**src/rtl/serial_adder_pkg.sv**
```systemverilog
// Shared definitions for the bit-serial adder: FSM state encoding and default operand width.
package serial_adder_pkg;

  localparam int DEFAULT_WIDTH = 8;

  typedef enum logic [1:0] {
    ST_IDLE = 2'd0,
    ST_RUN  = 2'd1,
    ST_DONE = 2'd2
  } state_t;

endpackage

```
**src/rtl/serial_adder_fa_cell.sv**
```systemverilog
// One-bit full adder used by serial_adder to add one bit of each operand per clock.
module fa_cell (
  input  logic x,
  input  logic y,
  input  logic ci,
  output logic s,
  output logic co
);

  assign s  = x ^ y ^ ci;
  assign co = (x & y) | (ci & (x ^ y));

endmodule

```
**src/rtl/serial_adder.sv**
```systemverilog
// Bit-serial adder: adds a + b + cin one bit per clock, LSB first, through a single full-adder cell.
module serial_adder
  import serial_adder_pkg::*;
#(
  parameter int WIDTH = DEFAULT_WIDTH
) (
  input  logic             clk,
  input  logic             rst_n,
  input  logic             start,
  input  logic [WIDTH-1:0] a,
  input  logic [WIDTH-1:0] b,
  input  logic             cin,
  output logic             busy,
  output logic             done,
  output logic [WIDTH-1:0] sum,
  output logic             cout
);

  localparam int CW = $clog2(WIDTH);

  state_t           r_state;
  state_t           w_state_next;
  logic [WIDTH-1:0] r_a;
  logic [WIDTH-1:0] r_b;
  logic [WIDTH-1:0] r_sum;
  logic             r_carry;
  logic [CW-1:0]    r_cnt;
  logic             w_s;
  logic             w_co;
  logic             w_accept;
  logic             w_last;

  fa_cell u_fa (
    .x  (r_a[0]),
    .y  (r_b[0]),
    .ci (r_carry),
    .s  (w_s),
    .co (w_co)
  );

  assign w_last = (r_cnt == CW'(WIDTH - 1));

  always_comb begin
    w_state_next = r_state;
    w_accept     = 1'b0;
    busy         = 1'b0;
    done         = 1'b0;
    case (r_state)
      ST_IDLE: begin
        if (start) begin
          w_accept     = 1'b1;
          w_state_next = ST_RUN;
        end
      end
      ST_RUN: begin
        busy = 1'b1;
        if (w_last) w_state_next = ST_DONE;
      end
      ST_DONE: begin
        done = 1'b1;
        // A start seen while presenting the result chains straight into the next add.
        if (start) begin
          w_accept     = 1'b1;
          w_state_next = ST_RUN;
        end else begin
          w_state_next = ST_IDLE;
        end
      end
      default: w_state_next = ST_IDLE;
    endcase
  end

  always_ff @(posedge clk or negedge rst_n) begin
    if (!rst_n) begin
      r_state <= ST_IDLE;
      r_a     <= '0;
      r_b     <= '0;
      r_sum   <= '0;
      r_carry <= 1'b0;
      r_cnt   <= '0;
    end else begin
      r_state <= w_state_next;
      if (w_accept) begin
        r_a     <= a;
        r_b     <= b;
        r_carry <= cin;
        r_sum   <= '0;
        r_cnt   <= '0;
      end else if (r_state == ST_RUN) begin
        r_a     <= r_a >> 1;
        r_b     <= r_b >> 1;
        r_sum   <= {w_s, r_sum[WIDTH-1:1]};
        r_carry <= w_co;
        // Hold at the final count so the counter never wraps.
        if (!w_last) r_cnt <= r_cnt + CW'(1);
      end
    end
  end

  assign sum  = r_sum;
  assign cout = r_carry;

endmodule
```
**config.mk**
```make
export PLATFORM = sky130hd
export DESIGN_NAME = serial_adder
export DESIGN_NICKNAME = d
export VERILOG_FILES = /design/src/rtl/serial_adder_pkg.sv /design/src/rtl/serial_adder_fa_cell.sv /design/src/rtl/serial_adder.sv
export SDC_FILE = /design/constraint.sdc
export NUM_CORES = 1
export LEC_CHECK = 0
export ABC_CLOCK_PERIOD_IN_PS = 1470
export CAP_MARGIN = 15
export CORE_UTILIZATION = 44
export CTS_CLUSTER_SIZE = 12
export DETAILED_ROUTE_END_ITERATION = 8
export PLACE_DENSITY = 0.75
export SYNTH_ARGS = -nofsm -noshare
export SYNTH_HDL_FRONTEND = slang
export SYNTH_SLANG_ARGS = --single-unit
```
**constraint.sdc**
```tcl
create_clock -name clk -period 1.47 [get_ports clk]
set_clock_uncertainty 0.1 [all_clocks]
set_input_delay 0.147 -clock clk [delete_from_list [all_inputs] [get_ports clk]]
set_output_delay 0.147 -clock clk [all_outputs]
set_load 0.01 [all_outputs]
```
==> metrics.txt <==
# TYPE chip_impl_metric gauge
chip_impl_info{name="outcome",value="complete, but fails checks"} 1
chip_impl_info{name="failing_checks",value="design-rule violations"} 1
chip_impl_metric{name="routed_via_density",unit=""} 5.49
chip_impl_metric{name="grt_start_max_net_pins",unit=""} 31
chip_impl_metric{name="power_leakage",unit="µW"} 0.000864
chip_impl_metric{name="clock_sink_count",unit=""} 30
chip_impl_info{name="clock-root-buffer",value="sky130_fd_sc_hd__clkbuf_4"} 1
chip_impl_metric{name="die_h",unit="µm"} 56.9
chip_impl_metric{name="grt_first_pass_wirelength",unit="µm"} 4600
chip_impl_metric{name="finalSetupViolCount",unit=""} 0
chip_impl_metric{name="detail_route.wl_per_cell",unit="µm"} 14.3
chip_impl_metric{name="post_synth_edffs",unit=""} 0
chip_impl_metric{name="rows",unit=""} 19
chip_impl_metric{name="crit_arrival",unit="ns"} 1.57
chip_impl_metric{name="globalRoute.totalOverflow",unit=""} 0
chip_impl_metric{name="initial_utilization",unit="%"} 47.3
chip_impl_metric{name="post-route-cell-area",unit="µm²"} 1820
chip_impl_metric{name="finalWirelength",unit="µm"} 2840
chip_impl_metric{name="cts-buffers-inserted",unit=""} 5
chip_impl_metric{name="placedInstanceArea",unit="µm²"} 1710
chip_impl_metric{name="fp.dieW",unit="µm"} 56.9
chip_impl_metric{name="placed_cells_incl_taps",unit=""} 187
chip_impl_metric{name="share_of_synthesized_area_occupied_by_flip_flops_and_latches",unit="%"} 56.6
chip_impl_metric{name="synthesis.area",unit="µm²"} 1330
chip_impl_metric{name="drt_first_iter_violations",unit=""} 32
chip_impl_info{name="critical-path-top-cell-by-count",value="sky130_fd_sc_hd__buf_4"} 1
chip_impl_metric{name="core_area",unit="µm²"} 2810
chip_impl_metric{name="max_slew_margin",unit="%"} 75.1
chip_impl_metric{name="post-route-drc-count",unit=""} 4
chip_impl_metric{name="synth_top_cell_area_share",unit="%"} 56.6
chip_impl_metric{name="highest_achievable_clock_rate",unit="MHz"} 691
chip_impl_metric{name="fin_cells",unit=""} 199
chip_impl_metric{name="tns",unit="ns"} 0
chip_impl_metric{name="layout-area-overhead-vs-synth",unit="%"} 37.0
chip_impl_metric{name="synth-async-reset-ratio",unit="%"} 100
chip_impl_metric{name="post_synth_inst_count",unit=""} 124
chip_impl_metric{name="drv_cap",unit=""} 0
chip_impl_metric{name="number_of_antenna_violations_at_the_first_check_in_global_routing",unit=""} 0
chip_impl_metric{name="crit_path_max_fanout",unit=""} 21
chip_impl_info{name="worst_setup_path_start_kind",value="flop"} 1
chip_impl_metric{name="clockBufferDepth",unit=""} 2
chip_impl_metric{name="timing.final.crit_share",unit="%"} 98.4
chip_impl_metric{name="rd_place_congestion",unit=""} 0.774
chip_impl_info{name="worstSetupEndpointType",value="flop"} 1
chip_impl_info{name="timing.critical_path.cells",value="buf_4 -> buf_4 -> a21o_1 -> buf_12 -> a22o_1"} 1
chip_impl_metric{name="layout-drive-gt1-share",unit="%"} 18.5
chip_impl_metric{name="final_antenna_net_count",unit=""} 0
chip_impl_metric{name="power-per-cell-area",unit="nW/µm²"} 1970
chip_impl_metric{name="postSynthRegisterBits",unit=""} 30
chip_impl_metric{name="utilization",unit="%"} 64.8
chip_impl_metric{name="worst_ir_drop_vdd",unit="mV"} 0.947
chip_impl_metric{name="layout.nets",unit=""} 190
chip_impl_metric{name="dp_hpwl",unit="µm"} 1950
chip_impl_metric{name="fin_ws",unit="ns"} 0.0232
chip_impl_metric{name="ys.warnings.count",unit=""} 0
chip_impl_metric{name="netlist-cell-type-count",unit=""} 25
chip_impl_metric{name="clock_transition_at_the_register_clock_pins_on_the_worst_setup_and_hold_paths_after_cts",unit="ns"} 0.10
chip_impl_info{name="min_delay_worst_type",value="in -> async"} 1
chip_impl_info{name="cpMaxStageDelayCell",value="sky130_fd_sc_hd__dfrtp_1"} 1
chip_impl_metric{name="synth.avg_cell_area",unit="µm²"} 10.7
chip_impl_metric{name="num_vias",unit=""} 1093
chip_impl_metric{name="period_needed",unit="ns"} 1.45
chip_impl_metric{name="die_area",unit="µm²"} 3240
chip_impl_metric{name="ios",unit=""} 31
chip_impl_metric{name="ctsHtreeMaxLevel",unit=""} 2
chip_impl_metric{name="n_antenna_cell",unit=""} 0
chip_impl_metric{name="synth_fp_nets",unit=""} 147
chip_impl_info{name="cts_tree",value="built"} 1
chip_impl_metric{name="finalHoldViolations",unit=""} 0
chip_impl_metric{name="timing_worst_slew_pin_value",unit="ns"} 0.374
chip_impl_metric{name="post-place-ws",unit="ns"} -0.0374
chip_impl_info{name="yosys-top-cells-area",value="sky130_fd_sc_hd__dfrtp_1 57%, sky130_fd_sc_hd__a21oi_1 6.0%, sky130_fd_sc_hd__a22o_1 5.9%"} 1
chip_impl_metric{name="cp_slowest_stage_delay",unit="ns"} 0.41
chip_impl_metric{name="worst_skew_pair.late_latency",unit="ns"} 0.33
chip_impl_metric{name="drt-pass1-iter-count",unit=""} 6
chip_impl_metric{name="slew_viol_final",unit=""} 0
chip_impl_metric{name="grt.total_usage",unit="%"} 19.1
chip_impl_info{name="synthDominantAreaCellType",value="sky130_fd_sc_hd__dfrtp_1"} 1
chip_impl_info{name="criticalPathCategory",value="reg -> reg"} 1
chip_impl_info{name="synth_ff_type",value="sky130_fd_sc_hd__dfrtp_1"} 1
chip_impl_metric{name="grt_pass1_vias",unit=""} 1001
chip_impl_metric{name="buffer_ports.inserted",unit=""} 30
chip_impl_metric{name="cp.required",unit="ns"} 1.59
-- power breakdown --
part           switching [µW]  internal [µW]  leakage (µW)
combinational             777            847      0.000464
clock                     282            231     0.0000353
sequential                234           1200      0.000365
total                    1290           2280      0.000864
-- area by class of cell --
cell class,instances,area [µm²]
clock buffer,7,55.1
clock inverter,1,5.00
fill,217,988
inverter,17,63.8
multi-input combinational,70,499
sequential,30,752
tap,31,38.8
timing repair buffer,43,403
-- routing by layer --
| metal | global-route usage, % | wire length, µm |
|---|---|---|
| met1 | 25.3 | 1300 |
| met3 | 6.22 | 155 |
| met5 | 0 | 0 |
| met4 | 7.32 | 44 |
| met2 | 29.2 | 1340 |
-- synthesized netlist by cell type (2+ instances only) --
library cell,instances
sky130_fd_sc_hd__nand2_1,4
sky130_fd_sc_hd__a22o_1,9
sky130_fd_sc_hd__dfrtp_1,30
sky130_fd_sc_hd__nand2b_1,2
sky130_fd_sc_hd__mux2_2,2
sky130_fd_sc_hd__mux2i_1,2
sky130_fd_sc_hd__o22ai_1,12
sky130_fd_sc_hd__nand3_1,2
sky130_fd_sc_hd__buf_2,6
sky130_fd_sc_hd__a211oi_1,3
sky130_fd_sc_hd__inv_1,16
sky130_fd_sc_hd__o211ai_1,2
sky130_fd_sc_hd__nor2b_1,6
sky130_fd_sc_hd__a21oi_1,16
sky130_fd_sc_hd__ha_1,2
-- metrics by stage --
stage                     total power [µW]  hold slack [ns]
after floorplan                       2390           -0.249
after global placement                2940            0.375
after detailed placement              3030            0.396
after CTS                             3530           0.0968
after global routing                  3840            0.119
final                                 3570           0.0941
-- cell families (layout without fill, tap and decap cells) --
family,after synthesis,count (layout),synth area share [%]
muxes,4,4,3.21
buffers and inverters,24,68,7.36
and+or+nand+nor,17,17,6.89
AOI/OAI and AO/OA,46,46,22.5
DFF,30,30,56.6
adders and majority gates,3,3,3.40
-- path summary, 6_finish.rpt --
kind	slack, ns	from	end	cells after the start
worst max-delay path	0.02	r_state[1]$_DFFE_PN0P_	sum[3]$_DFFE_PN0P_	5
worst min-delay path	0.09	rst_n	r_b[6]$_DFFE_PN0P_	2
worst max register to register	0.02	r_state[1]$_DFFE_PN0P_	sum[3]$_DFFE_PN0P_	5
worst min register to register	0.40	r_cnt[0]$_DFFE_PN0P_	r_cnt[0]$_DFFE_PN0P_	1
max in group asynchronous	0.88	rst_n	r_state[0]$_DFFE_PN0P_	2
min in group clk	0.31	a[6]	r_a[6]$_DFFE_PN0P_	3
-- cell usage in the layout (no fill, tap or decap), types with 2 or more instances in the layout --
cell / count
sky130_fd_sc_hd__a211oi_1: 3
sky130_fd_sc_hd__a21oi_1: 15
sky130_fd_sc_hd__a22o_1: 9
sky130_fd_sc_hd__buf_4: 11
sky130_fd_sc_hd__buf_6: 2
sky130_fd_sc_hd__clkbuf_4: 5
sky130_fd_sc_hd__clkdlybuf4s50_1: 19
sky130_fd_sc_hd__dfrtp_1: 29
sky130_fd_sc_hd__dlygate4sd2_1: 10
sky130_fd_sc_hd__ha_1: 2
sky130_fd_sc_hd__inv_1: 15
sky130_fd_sc_hd__inv_2: 2
sky130_fd_sc_hd__mux2_2: 2
sky130_fd_sc_hd__mux2i_1: 2
sky130_fd_sc_hd__nand2_1: 4
sky130_fd_sc_hd__nand3_1: 2
sky130_fd_sc_hd__nor2b_1: 6
sky130_fd_sc_hd__o211ai_1: 2
sky130_fd_sc_hd__o22ai_1: 12
-- worst max-delay path, delay by kind of cell, from the launching register on --
family | cells | cell delay, ns
AO/OA/AOI/OAI | 2 | 0.37
buffers and inverters | 3 | 0.45
flip-flops | 1 | 0.41
-- sequential cells by signal (all words and copies together), names as in the netlist --
signal   count
sum          8
r_a          8
cout         1
r_b          8
r_state      2
r_cnt        3
-- what timing repair did --
action,in CTS,in global routing
hold buffers,0,0
setup endpoints to repair,14,15
pin swaps,0,3
resized for setup,17,7
buffers inserted,4,0
Power figures use the tool's default switching activity.
